File: config.mk
export PLATFORM = sky130hd
export DESIGN_NAME = cpu7_muldiv_arbiter
export DESIGN_NICKNAME = d
export VERILOG_FILES = /design/src/rtl/cpu7_muldiv_arbiter.sv
export SDC_FILE = /design/constraint.sdc
export NUM_CORES = 1
export LEC_CHECK = 0
export BUFFER_PORTS_ARGS = -buffer_cell sky130_fd_sc_hd__buf_2
export CORE_MARGIN = 1.5
export CORE_UTILIZATION = 43
export DETAILED_ROUTE_END_ITERATION = 16
export PLACE_DENSITY = 0.82
export SYNTH_ARGS = -nofsm -noshare
export SYNTH_HDL_FRONTEND = slang
export SYNTH_SLANG_ARGS = --single-unit
export TNS_END_PERCENT = 50
File: constraint.sdc
create_clock -name clk -period 1.7 [get_ports clk]
set_input_delay 0.17 -clock clk [delete_from_list [all_inputs] [get_ports clk]]
set_output_delay 0.17 -clock clk [all_outputs]
set_load 0.03 [all_outputs]
File: src/rtl/cpu7_muldiv_arbiter.sv
// Round-robin arbiter sharing one multiply/divide unit among CORES cpu7 cores.
// Defining CPU7_MULDIV_ARB_TIMEOUT_EN adds a WAIT-state watchdog with MDU abort.
module cpu7_muldiv_arbiter #(
   parameter  int CORES      = 2,
   parameter  int DATA_WIDTH = 28,
   parameter  int OP_WIDTH   = 2,
   parameter  int TIMEOUT    = 64,
   localparam int IW         = $clog2(CORES > 1 ? CORES : 2)
) (
   input  logic                           clk,
   input  logic                           rst_n,
   input  logic [CORES-1:0]               req_valid,
   output logic [CORES-1:0]               req_ready,
   input  logic [CORES*OP_WIDTH-1:0]      req_op,
   input  logic [CORES*DATA_WIDTH-1:0]    req_a,
   input  logic [CORES*DATA_WIDTH-1:0]    req_b,
   output logic [CORES-1:0]               rsp_valid,
   output logic [DATA_WIDTH-1:0]          rsp_result,
   output logic                           rsp_err,
   output logic                           mdu_start,
   output logic [OP_WIDTH-1:0]            mdu_op,
   output logic [DATA_WIDTH-1:0]          mdu_a,
   output logic [DATA_WIDTH-1:0]          mdu_b,
   input  logic                           mdu_done,
   input  logic [DATA_WIDTH-1:0]          mdu_result,
   output logic                           mdu_abort,
   output logic                           busy,
   output logic [IW-1:0]                  grant_id
);

   // Handshake: a request transfers on a rising edge where req_valid[i] and
   // req_ready[i] are both high; ready is only ever offered in IDLE.
   typedef enum logic [1:0] {
      S_IDLE  = 2'd0,
      S_ISSUE = 2'd1,
      S_WAIT  = 2'd2,
      S_RESP  = 2'd3
   } state_t;

   if (CORES < 1 || TIMEOUT < 2) begin : g_param_check
      $error("cpu7_muldiv_arbiter: CORES must be >= 1 and TIMEOUT >= 2");
   end

   state_t                  r_state;
   state_t                  w_next_state;
   logic [IW-1:0]           r_last_grant;
   logic [IW-1:0]           r_grant_id;
   logic [OP_WIDTH-1:0]     r_mdu_op;
   logic [DATA_WIDTH-1:0]   r_mdu_a;
   logic [DATA_WIDTH-1:0]   r_mdu_b;
   logic [CORES-1:0]        r_rsp_valid;
   logic [DATA_WIDTH-1:0]   r_rsp_result;
   logic                    r_rsp_err;
   logic                    r_mdu_abort;

   logic [IW-1:0]           w_winner;
   logic [IW-1:0]           w_idx;
   logic                    w_accept;
   logic                    w_done_take;
   logic                    w_timeout;
   logic [CORES-1:0]        w_ready;
   logic [CORES-1:0]        w_grant_oh;
   logic [OP_WIDTH-1:0]     w_sel_op;
   logic [DATA_WIDTH-1:0]   w_sel_a;
   logic [DATA_WIDTH-1:0]   w_sel_b;

   // Scan from last_grant+CORES down to last_grant+1 so the nearest requester wins.
   always_comb begin
      w_winner = '0;
      w_idx    = '0;
      for (int k = CORES; k >= 1; k--) begin
         w_idx = IW'((int'(r_last_grant) + k) % CORES);
         if (req_valid[w_idx]) w_winner = w_idx;
      end
   end

   assign w_accept    = (r_state == S_IDLE) && (|req_valid);
   assign w_done_take = (r_state == S_WAIT) && mdu_done;

   always_comb begin
      w_ready    = '0;
      w_grant_oh = '0;
      w_sel_op   = '0;
      w_sel_a    = '0;
      w_sel_b    = '0;
      for (int i = 0; i < CORES; i++) begin
         w_grant_oh[i] = (r_grant_id == IW'(i));
         if (w_winner == IW'(i)) begin
            w_ready[i] = w_accept;
            w_sel_op   = req_op[i*OP_WIDTH +: OP_WIDTH];
            w_sel_a    = req_a[i*DATA_WIDTH +: DATA_WIDTH];
            w_sel_b    = req_b[i*DATA_WIDTH +: DATA_WIDTH];
         end
      end
   end

`ifdef CPU7_MULDIV_ARB_TIMEOUT_EN
   localparam int CW = $clog2(TIMEOUT) + 1;
   logic [CW-1:0] r_wait_cnt;

   always_ff @(posedge clk or negedge rst_n) begin
      if (!rst_n)                 r_wait_cnt <= '0;
      else if (r_state != S_WAIT) r_wait_cnt <= '0;
      else                        r_wait_cnt <= r_wait_cnt + 1'b1;
   end

   // A done arriving in the expiry cycle takes precedence over the abort.
   assign w_timeout = (r_state == S_WAIT) && !mdu_done && (r_wait_cnt == CW'(TIMEOUT - 1));
`else
   assign w_timeout = 1'b0;
`endif

   always_comb begin
      w_next_state = r_state;
      case (r_state)
         S_IDLE:  if (w_accept) w_next_state = S_ISSUE;
         S_ISSUE: w_next_state = S_WAIT;
         S_WAIT:  if (w_done_take || w_timeout) w_next_state = S_RESP;
         S_RESP:  w_next_state = S_IDLE;
         default: w_next_state = S_IDLE;
      endcase
   end

   always_ff @(posedge clk or negedge rst_n) begin
      if (!rst_n) begin
         r_state      <= S_IDLE;
         r_last_grant <= IW'(CORES - 1);
         r_grant_id   <= '0;
         r_mdu_op     <= '0;
         r_mdu_a      <= '0;
         r_mdu_b      <= '0;
         r_rsp_valid  <= '0;
         r_rsp_result <= '0;
         r_rsp_err    <= 1'b0;
         r_mdu_abort  <= 1'b0;
      end else begin
         r_state     <= w_next_state;
         r_rsp_valid <= '0;
         r_mdu_abort <= 1'b0;
         if (w_accept) begin
            r_grant_id <= w_winner;
            r_mdu_op   <= w_sel_op;
            r_mdu_a    <= w_sel_a;
            r_mdu_b    <= w_sel_b;
         end
         if (w_done_take) begin
            r_rsp_valid  <= w_grant_oh;
            r_rsp_result <= mdu_result;
            r_rsp_err    <= 1'b0;
         end else if (w_timeout) begin
            r_rsp_valid  <= w_grant_oh;
            r_rsp_result <= '0;
            r_rsp_err    <= 1'b1;
            r_mdu_abort  <= 1'b1;
         end
         if (r_state == S_RESP) r_last_grant <= r_grant_id;
      end
   end

   assign req_ready  = w_ready;
   assign rsp_valid  = r_rsp_valid;
   assign rsp_result = r_rsp_result;
   assign rsp_err    = r_rsp_err;
   assign mdu_start  = (r_state == S_ISSUE);
   assign mdu_op     = r_mdu_op;
   assign mdu_a      = r_mdu_a;
   assign mdu_b      = r_mdu_b;
   assign mdu_abort  = r_mdu_abort;
   assign busy       = (r_state != S_IDLE);
   assign grant_id   = r_grant_id;

endmodule

==> metrics list, run 1 <==
- The total area inside the core boundary comes to 0.00876 sq mm.
* Final Cell Area: 0.00563 sq mm
- For this design the total switching power over the nets is 5.17 mW.
- Of the total power, combinational logic draws 0.540.
- Count of placed standard cells including taps: 623
- In the final layout, the share of cells above drive strength 1 is 0.586.
- Excluding fillers, the count of instances in the completed layout stands at 651.
- Measured along the y axis, the die boundary spans 98.2 microns.
- Number of top-level design ports: 244
* Result of the run: finished, final reports clean
* Internal Pwr Total: 6.40 mW
- Across all layers, the routed design uses 3404 vias.
- Final GP Congestion: 0.782
- Timing would allow up to 592 MHz.
* Clock root cell: sky130_fd_sc_hd__clkbuf_8
- Biggest area contributors in the synthesized netlist: sky130_fd_sc_hd__dfrtp_1 58%, sky130_fd_sc_hd__a221o_1 15%, sky130_fd_sc_hd__and3_1 9.5%
- Tightest hold margin: 0.0420 ns
- In this run the worst hold path is classified as input port to register.
- The die covers 0.00964 sq mm.
- Dpl hpwl: 7900 microns
- A synthesized cell averages 13.4 sq um.
* Number of antenna cells inserted: 0
- Max Slew Vio Count: 0
- After detailed routing, the number of remaining DRC violations is 0.
- For this design the ratio of total power to cell area is 2060 mW/mm^2.
* Maximum VDD drop: 1010 uV
* PnR Total Power: 11.6 mW
- Total negative slack for setup checks: 0 ns
- Number of global-route vias before repair: 3382
- Setup-failing EPs final: 0
* Worst Setup Start Kind: register
* Count of buffers from port buffering: 241
- In this run the static leakage power is 3.12 nW.
- The critical path starts at r_state[0]$_DFFE_PN0P_.
- Crit path required time: 1.53 ns
- STA classifies the critical path endpoint as an output pin.
- Across the run, the number of max-cap violations was 0.
- Gate Count Post-Synth: 290
* Worst setup slack after placement: 0.0195 ns
- Wirelength per Cell: 17.1 microns
- The share of the Yosys chip area taken by registers is 0.591.
* Capture point of the critical path: req_ready[1]
- Initial core utilization: 0.445
* Reg clk slew, reported paths: 0.10 ns
* Largest fanout on the critical path: 5
- Synthesis instantiated 24 different standard cells from the library.
- Number of hold violations in the final report: 0
- Via-per-instance ratio: 5.23
* Final period util: 0.993
- The critical path in this run is classified as register to output pin.
* H-tree depth reported by CTS: 3
- Final ANT Viol Nets: 0
- The pre-antenna-repair detailed-routing pass consisted of 5 iterations.
- Setup slack on the worst reg-to-reg path comes out at 0.08 ns.
- Most common library cell in the layout ignoring fill and taps: sky130_fd_sc_hd__buf_2
- Number of nets in the layout: 691
- Worst-case reg-to-reg path depth: 7
* Clock Tree Buf Depth: 2
- In this run the critical register-to-register path is captured at mdu_b[10]$_DFFE_PN0N_.
- TritonCTS built the clock tree.
* GRT overflow: 0
- Buffers inserted during clock tree synthesis total 9.
- Critical R2R Launch: r_state[0]$_DFFE_PN0P_
- Counting every sink on the clock net gives 92.
* Most used cells in the layout excluding fill and tap cells: 238 x sky130_fd_sc_hd__buf_2, 91 x sky130_fd_sc_hd__dfrtp_1, 58 x sky130_fd_sc_hd__and3_1, 58 x sky130_fd_sc_hd__a221o_1, 28 x sky130_fd_sc_hd__mux2_2
- The routed design could run at a clock period as short as 1.69 ns.
- Post-route clock skew: 0.0152 ns
* Number of antenna violations at the first check in global routing: 0
* Clk network pwr share: 0.124
- Counting flops and latches in the post-synthesis netlist gives 92.
* Core utilization of the finished layout: 0.642
- Once routing completed, OpenROAD measured the worst setup slack at 0.0111 ns.
* Clock Latency Late Sink: 0.35 ns
* Synthesis Warnings: 0
* Area share of the leading cell type in the synthesized netlist: 0.584
- Switching share of power: 0.447
* Unrepaired setup endpoints after global routing: yes
- Area delta synth->final: 44.4%
- DR iter-0 viols: 101
- Largest area contributor in the netlist: sky130_fd_sc_hd__dfrtp_1
- First-pass GRT wire length: 16900 microns
* Rows: 34
- The final layout contains routed wiring with a total length of 11100 microns.
- Sequential Power Share: 0.336
- Overall track demand over capacity in global routing: 0.223
- Entering global routing, the biggest net connects 46 pins.
- Post-detailed-placement cell area: 0.00527 sq mm
* Data arrival at the endpoint of the critical path: 1.52 ns
- Post-synth design cell area: 0.00390 sq mm
* Die width: 98.2 microns
sequential cells by signal, summed over array words and instances, names as in the netlist:
signal,count
rsp_result,28
r_state,2
r_last_grant,1
mdu_op,2
grant_id,1
rsp_valid,2
mdu_a,28
mdu_b,28
what timing repair did:
action,CTS,global route
hold buffers,1,0
setup buffers,4,5
endpoints found under the setup margin,4,34
cloned,2,0
endpoints found under the hold margin,26,0
gates resized for setup,9,5
pin swaps,1,1
power by group through the flow:
stage | Combinational [mW] | Sequential, mW | Clock (mW)
floorplan | 2.08 | 5.87 | 0
global placement | 5.83 | 3.87 | 0
detailed placement | 5.99 | 3.89 | 0
CTS | 6.23 | 3.88 | 1.48
global route | 6.59 | 4.00 | 1.58
finish | 6.24 | 3.89 | 1.44
cell families after synthesis:
logic type | synth area share
and+or+nand+nor | 0.104
muxes | 0.0838
other | 0.000962
buffers and inverters | 0.0469
DFF | 0.591
AOI/OAI and AO/OA | 0.161
adders and majority gates | 0.0128
critical path: stages (launching register included):
cell	delay [ns]
sky130_fd_sc_hd__dfrtp_1	0.40
sky130_fd_sc_hd__inv_2	0.09
sky130_fd_sc_hd__ha_4	0.17
sky130_fd_sc_hd__and2_4	0.17
sky130_fd_sc_hd__buf_12	0.10
sky130_fd_sc_hd__and2_4	0.13
sky130_fd_sc_hd__buf_6	0.12
area by class of cell:
type | instances | area (sq um)
Clock buffer | 10 | 128
Multi-Input combinational cell | 165 | 1460
Inverter | 5 | 18.8
Fill cell | 699 | 3130
Clock inverter | 6 | 65.1
Tap cell | 108 | 135
Sequential cell | 92 | 2300
Timing Repair Buffer | 265 | 1520
worst min path at each step:
stage                    from               endpoint  slack, ns  cells after the start
detailed placement      rst_n   grant_id$_DFFE_PN0N_       0.13                      1
global route        req_b[13]  mdu_b[13]$_DFFE_PN0N_       0.02                      2
floorplan               rst_n   grant_id$_DFFE_PN0N_      -0.13                      0
finish              req_b[22]  mdu_b[22]$_DFFE_PN0N_       0.04                      2
global placement        rst_n   grant_id$_DFFE_PN0N_       0.13                      1
CTS                 req_b[22]  mdu_b[22]$_DFFE_PN0N_       0.03                      2
cells in the mapped netlist:
cell type	instances
sky130_fd_sc_hd__mux2_2	28
sky130_fd_sc_hd__nor2_1	1
sky130_fd_sc_hd__buf_6	4
sky130_fd_sc_hd__a21o_1	1
sky130_fd_sc_hd__conb_1	1
sky130_fd_sc_hd__o21ai_0	1
sky130_fd_sc_hd__nand2_1	3
sky130_fd_sc_hd__dfrtp_1	91
sky130_fd_sc_hd__o22a_1	1
sky130_fd_sc_hd__nand2_2	1
sky130_fd_sc_hd__a221o_1	58
sky130_fd_sc_hd__buf_4	5
sky130_fd_sc_hd__mux2_1	1
sky130_fd_sc_hd__a21oi_2	1
sky130_fd_sc_hd__ha_1	4
sky130_fd_sc_hd__buf_2	5
sky130_fd_sc_hd__and3_1	59
sky130_fd_sc_hd__and2_1	1
sky130_fd_sc_hd__o32a_1	1
sky130_fd_sc_hd__clkbuf_1	15
sky130_fd_sc_hd__and2_4	1
sky130_fd_sc_hd__inv_1	5
sky130_fd_sc_hd__dfstp_2	1
sky130_fd_sc_hd__o21ai_1	1
per-layer routing:
| layer | GRT usage | vias up | share of wire |
|---|---|---|---|
| met3 | 0.0558 | 15 | 0.067 |
| met2 | 0.385 | 179 | 0.51 |
| met5 | 0 | - | 0 |
| li1 | - | 1607 | - |
| met4 | 0.0628 | 0 | 0.015 |
| met1 | 0.280 | 1603 | 0.41 |
Power figures use the tool's default switching activity.
==> inputs of run 2 (changes only) <==
==> config.mk (replaced) <==
export PLATFORM = sky130hd
export DESIGN_NAME = cpu7_muldiv_arbiter
export DESIGN_NICKNAME = d
export VERILOG_FILES = /design/src/rtl/cpu7_muldiv_arbiter.sv
export SDC_FILE = /design/constraint.sdc
export NUM_CORES = 1
export LEC_CHECK = 0
export CORE_AREA = 2 2 95 97
export DETAILED_ROUTE_END_ITERATION = 16
export DIE_AREA = 0 0 97 99
export DONT_BUFFER_PORTS = 1
export PLACE_DENSITY = 0.61
export SYNTH_ARGS = -nofsm -noshare
export SYNTH_HDL_FRONTEND = slang
export SYNTH_SLANG_ARGS = --single-unit
export TNS_END_PERCENT = 50
==> run 2 against run 1 <==
The run now ends with hold timing left. Clock skew decreased by 0.0058 ns. Sequential power up 57%. Clock power fell by 8%. Fmax increased by 2.8%. Combinational power fell by 51%. Global-route usage rose by 0.18 points. Die area fell by 0.43%.
==> metrics list, run 2 (same netlist as run 1, synthesis figures left out) <==
- Kind of capture point of the worst setup path: output pin
- The worst setup path is launched from a register.
- STA puts the critical path data required time at 1.53 ns.
* Total wire length after detailed routing: 10700 microns
- Number of global-route vias before repair: 3153
* Fmax: 609 MHz
- Number of top-level design ports: 244
* First-pass GRT wire length: 16900 microns
- Once detailed placement completed, the half-perimeter wirelength came to 6420 microns.
* Core utilization of the finished layout: 0.612
- Maximum VDD drop: 1030 uV
* Tightest hold margin: -0.497 ns
* Class of the worst hold path: input port to async pin
- In the final routed layout, each cell accounts on average for 21.7 microns.
- After the first detailed-routing iteration, the DRC count stood at 142.
- Die boundary height: 99 microns
- The worst setup path is of the register to output pin kind.
* Via-per-instance ratio: 5.94
- H-tree depth reported by CTS: 3
- Final GP Congestion: 0.736
* Share of cells above drive strength 1: 0.200
* Final period util: 0.966
* Post-detailed-placement cell area: 0.00404 sq mm
- The checks that failed: hold timing.
- After floorplanning, the core was sized to cover 0.00855 sq mm.
* Worst-case reg-to-reg path depth: 7
* Leakage power figure: 2.46 nW
- Subtracting the final worst setup slack from the clock period gives 1.64 ns.
* Number of iterations in the first detailed-routing pass: 5
* Clock Latency Late Sink: 0.35 ns
* Largest fanout on the critical path: 5
* Final Cell Area: 0.00523 sq mm
- Number of sinks driven by the clock tree: 92
- Rows: 34
* Initial core utilization: 0.456
* Data arrival at the endpoint of the critical path: 1.47 ns
- The layout has 636 filler cells.
- The number of clock buffers added by TritonCTS is 9.
* Most common library cell in the layout ignoring fill and taps: sky130_fd_sc_hd__dfrtp_1
- After global routing the overflow that remains totals 0.
* Number of nets in the layout: 533
- The die is 97 microns wide.
* Areal power density over the cells: 2000 mW/mm^2
* Hold_buf cts: 87
- Number of antenna cells inserted: 0
- The max-slew violation total from the final report came to 0.
* Result of the run: finished with violations
- Pin count of the biggest net entering global routing: 93
* Count of buffers from port buffering: 0
* Post-route clock skew: 0.00935 ns
- The tool flagged a number of max-cap violations equal to 0.
- Setup-failing EPs final: 0
* Final ANT Viol Nets: 0
* TritonCTS clock tree: yes
- Area delta synth->final: 34.2%
* DRC violations left: 0
- For this block, the via count after detailed routing is 2929.
- Reg clk slew, reported paths: 0.09 ns
- Area enclosed by the die boundary: 0.00960 sq mm
- The tree is rooted in a sky130_fd_sc_hd__clkbuf_8.
- The count of endpoints failing hold in the final timing report is 92.
- Most used cells in the layout excluding fill and tap cells: 91 x sky130_fd_sc_hd__dfrtp_1, 87 x sky130_fd_sc_hd__dlygate4sd3_1, 58 x sky130_fd_sc_hd__a221o_1
- No sink is reached through more buffers than the 2 on the longest clock path.
- In the global route stage, overall resource usage came out at 0.225.
- The initial antenna violation count came to 0.
-- run 2: changes by cell type in the layout (fill, tap and decap cells not counted), sizes merged --
cell | previous run | this run
dlygate4sd3 | 1 | 87
bufinv | 1 | 0
clkbuf | 10 | 11
clkinv | 4 | 3
buf | 264 | 20
clkinvlp | 1 | 2
-- run 2: what timing repair did --
| item | CTS | global route |
|---|---|---|
| gates cloned | 2 | 0 |
| pin swaps | 1 | 2 |
| resized for setup | 6 | 7 |
| setup endpoints to repair | 3 | 35 |
| hold endpoints to repair | 179 | 92 |
| buffers inserted | 4 | 3 |
-- run 2: layout make-up --
| class | count | area, sq um | share of cell area |
|---|---|---|---|
| clock inverter | 5 | 37.5 | 0.00718 |
| timing repair buffer | 107 | 1120 | 0.213 |
| clock buffer | 11 | 141 | 0.0270 |
| tap | 108 | 135 | 0.0258 |
| inverter | 5 | 18.8 | 0.00359 |
| multi-input combinational | 165 | 1480 | 0.282 |
| sequential | 92 | 2300 | 0.441 |
-- run 2: final timing paths --
| path | end | slack [ns] | start |
|---|---|---|---|
| min in group clk | mdu_b[10]$_DFFE_PN0N_ | 0.06 | req_b[38] |
| hold / removal | rsp_result[23]$_DFFE_PN0P_ | -0.50 | rst_n |
| setup reg to reg | mdu_b[3]$_DFFE_PN0N_ | 0.08 | r_state[1]$_DFFE_PN0P_ |
| setup / recovery | req_ready[1] | 0.06 | r_state[1]$_DFFE_PN0P_ |
| hold reg to reg | r_last_grant$_DFFE_PN1N_ | 0.58 | r_last_grant$_DFFE_PN1N_ |
| max in group asynchronous | r_last_grant$_DFFE_PN1N_ | 1.99 | rst_n |
-- run 2: layer usage --
layer / vias to the layer above / global-route usage / wire (microns)
met1: 1429 / 0.271 / 4140
met5: - / 0 / 0
met3: 17 / 0.0709 / 905
met2: 190 / 0.384 / 5480
li1: 1293 / - / -
met4: 0 / 0.0791 / 186
-- run 2: metrics by stage --
step                power (mW)  instances  setup TNS (ns)  worst slack (ns)
finish                    10.5        493               0            0.0576
global route              11.1        493       -0.000906         -0.000906
CTS                       10.5        491               0           0.00998
detailed placement        8.73        382               0            0.0275
global placement          8.62        382               0            0.0927
floorplan                 7.95        291               0            0.0484
-- run 2: power by group --
part / switching (mW) / internal [mW] / leakage, nW
registers: 2.89 / 3.24 / 1.12
logic: 1.28 / 1.75 / 1.25
clock network: 0.759 / 0.575 / 0.0855
-- run 2: critical path, cell delays in order, from the launching register on --
cell and delay (ns):
sky130_fd_sc_hd__dfrtp_1 0.40, sky130_fd_sc_hd__inv_2 0.09, sky130_fd_sc_hd__ha_4 0.17, sky130_fd_sc_hd__and2_4 0.18, sky130_fd_sc_hd__buf_12 0.10, sky130_fd_sc_hd__and2_4 0.19
==> inputs of run 3 (changes only) <==
--- a/config.mk
+++ b/config.mk
@@ -10,6 +10,7 @@
 export DIE_AREA = 0 0 97 99
 export DONT_BUFFER_PORTS = 1
 export PLACE_DENSITY = 0.61
+export RECOVER_POWER = 100
 export SYNTH_ARGS = -nofsm -noshare
 export SYNTH_HDL_FRONTEND = slang
 export SYNTH_SLANG_ARGS = --single-unit
==> run 3 against run 2 <==
The flow still finishes with violations (hold timing). Clock power is essentially flat. Power shrank 0.36%. Critical path depth grew 2. Worst hold slack is essentially flat. Sequential share of layout area grew 0.23 points. Wire length grew 0.40%. Cell count is the same. Sequential power is essentially flat.
==> metrics list, run 3 (same netlist as run 1, synthesis figures left out) <==
- Data arrival at the endpoint of the critical path: 1.87 ns
- Total negative slack for setup checks: 0 ns
- After detailed routing, the number of remaining DRC violations is 0.
- At the later pin of the worst-skew pair, clock insertion delay measures 0.35 ns.
- Once detail routing completed, the nets flagged for antenna violations numbered 0.
* Setup-failing EPs final: 0
* Worst Setup Start Kind: register
- Wirelength per Cell: 21.8 microns
- The floorplan step defined a die boundary enclosing 0.00960 sq mm.
- Post-layout min period: 1.63 ns
* Total vias in the final route: 2923
- The max-slew violation total from the final report is 0.
- Crit path required time: 1.94 ns
- Area delta synth->final: 33.5%
- Number of nets in the layout: 533
- Max-capacitance violation count: 0
- Via-per-instance ratio: 5.93
* Tightest hold margin: -0.497 ns
- Dpl hpwl: 6420 microns
- DR iter-0 viols: 142
- The number of clock buffers added by TritonCTS is 9.
- The run finished, with violations left.
- The first detailed-routing pass ran for 4 iterations.
* Share of cells above drive strength 1: 0.190
- Core utilization of the finished layout: 0.608
- The first global-routing pass estimated 16900 microns of wire.
- In the global route stage, overall resource usage came out at 0.225.
- Derived from the worst setup path, the maximum achievable clock frequency is 613 MHz.
* H-tree depth reported by CTS: 3
* Kind of capture point of the worst setup path: register
- Leakage power figure: 2.46 nW
* Die boundary height: 99 microns
- Fill cells: 641
* Initial core utilization: 0.456
- Number of sinks driven by the clock tree: 92
- Unrepaired setup endpoints after global routing: no
* Rows: 34
- Number of antenna violations at the first check in global routing: 0
* Placeable core region: 0.00855 sq mm
- Post-route clock skew: 0.00895 ns
- TritonCTS clock tree: yes
- Final period util: 0.959
* Hold_buf cts: 87
- Number of global-route vias before repair: 3153
- Class of the worst hold path: input port to async pin
- The count of endpoints failing hold in the final timing report is 92.
- Final GP Congestion: 0.736
* Count of buffers from port buffering: 0
- Areal power density over the cells: 2010 mW/mm^2
- The setup path with the least slack is of type register to register.
- 244 I/O pins were placed.
- Reg clk slew, reported paths: 0.09 ns
* Clock root cell: sky130_fd_sc_hd__clkbuf_8
- The final reports fail on hold timing.
- Most used cells in the layout excluding fill and tap cells: 91 x sky130_fd_sc_hd__dfrtp_1, 87 x sky130_fd_sc_hd__dlygate4sd3_1, 58 x sky130_fd_sc_hd__and3_1, 58 x sky130_fd_sc_hd__a221o_1, 28 x sky130_fd_sc_hd__mux2_2
- Number of antenna cells inserted: 0
- Maximum VDD drop: 1030 uV
- In this run the worst path has a maximum fanout of 20.
- The final layout contains routed wiring with a total length of 10800 microns.
- Entering global routing, the biggest net connects 93 pins.
- In this run the horizontal extent of the chip is 97 microns.
- Clock Tree Buf Depth: 2
- After global routing the overflow that remains totals 0.
- Leaving out fill and tap cells, the most frequent cell in the layout is sky130_fd_sc_hd__dfrtp_1.
-- run 3: area by class of cell --
cell class / instances / area, sq um / area share
multi-input combinational: 165 / 1460 / 0.281
sequential: 92 / 2300 / 0.443
clock inverter: 5 / 37.5 / 0.00722
timing repair buffer: 107 / 1100 / 0.212
inverter: 5 / 18.8 / 0.00361
clock buffer: 11 / 141 / 0.0272
tap: 108 / 135 / 0.0260
-- run 3: per-stage QoR --
| step | cells | power (mW) | instance area, sq um | hold WS [ns] | setup WS (ns) |
|---|---|---|---|---|---|
| final | 493 | 10.4 | 5200 | -0.497 | 0.0692 |
| after CTS | 491 | 10.5 | 5220 | -0.526 | 0.00998 |
| after floorplan | 291 | 7.95 | 3900 | -0.126 | 0.0484 |
| after global routing | 493 | 11.0 | 5200 | -0.534 | 0.00816 |
| after global placement | 382 | 8.62 | 4040 | -0.123 | 0.0927 |
| after detailed placement | 382 | 8.73 | 4040 | -0.124 | 0.0275 |
-- run 3: routing by layer --
layer	GRT usage	vias to the layer above	part of all wire
met5	0	-	0
met4	0.0791	0	0.016
met2	0.384	187	0.50
met1	0.271	1426	0.39
li1	-	1295	-
met3	0.0709	15	0.086
-- run 3: where the power goes --
part / switching, mW / leakage [nW] / internal [mW]
combinational: 1.28 / 1.25 / 1.72
clock: 0.756 / 0.0855 / 0.575
sequential: 2.88 / 1.12 / 3.24
-- run 3: path summary, 6_finish.rpt --
check	start	end	slack [ns]	cells after the start
worst max-delay path	r_state[0]$_DFFE_PN0P_	mdu_b[23]$_DFFE_PN0N_	0.07	7
worst min-delay path	rst_n	rsp_result[23]$_DFFE_PN0P_	-0.50	0
worst max register to register	r_state[0]$_DFFE_PN0P_	mdu_b[23]$_DFFE_PN0N_	0.07	7
worst min register to register	r_last_grant$_DFFE_PN1N_	r_last_grant$_DFFE_PN1N_	0.58	2
max in group asynchronous	rst_n	r_last_grant$_DFFE_PN1N_	1.99	0
min in group clk	req_b[38]	mdu_b[10]$_DFFE_PN0N_	0.06	2
-- run 3: what timing repair did --
item / in CTS / in global routing
resized for setup: 6 / 7
cloned: 2 / 0
pin swaps: 1 / 2
setup buffers: 4 / 3
endpoints found under the hold margin: 179 / 92
setup endpoints to repair: 3 / 35
-- run 3: worst max-delay path: stages, from the launching register on --
cell	delay (ns)
sky130_fd_sc_hd__dfrtp_1	0.37
sky130_fd_sc_hd__inv_2	0.06
sky130_fd_sc_hd__ha_4	0.18
sky130_fd_sc_hd__and2_4	0.16
sky130_fd_sc_hd__buf_6	0.15
sky130_fd_sc_hd__buf_16	0.16
sky130_fd_sc_hd__and3_1	0.17
sky130_fd_sc_hd__a221o_1	0.26
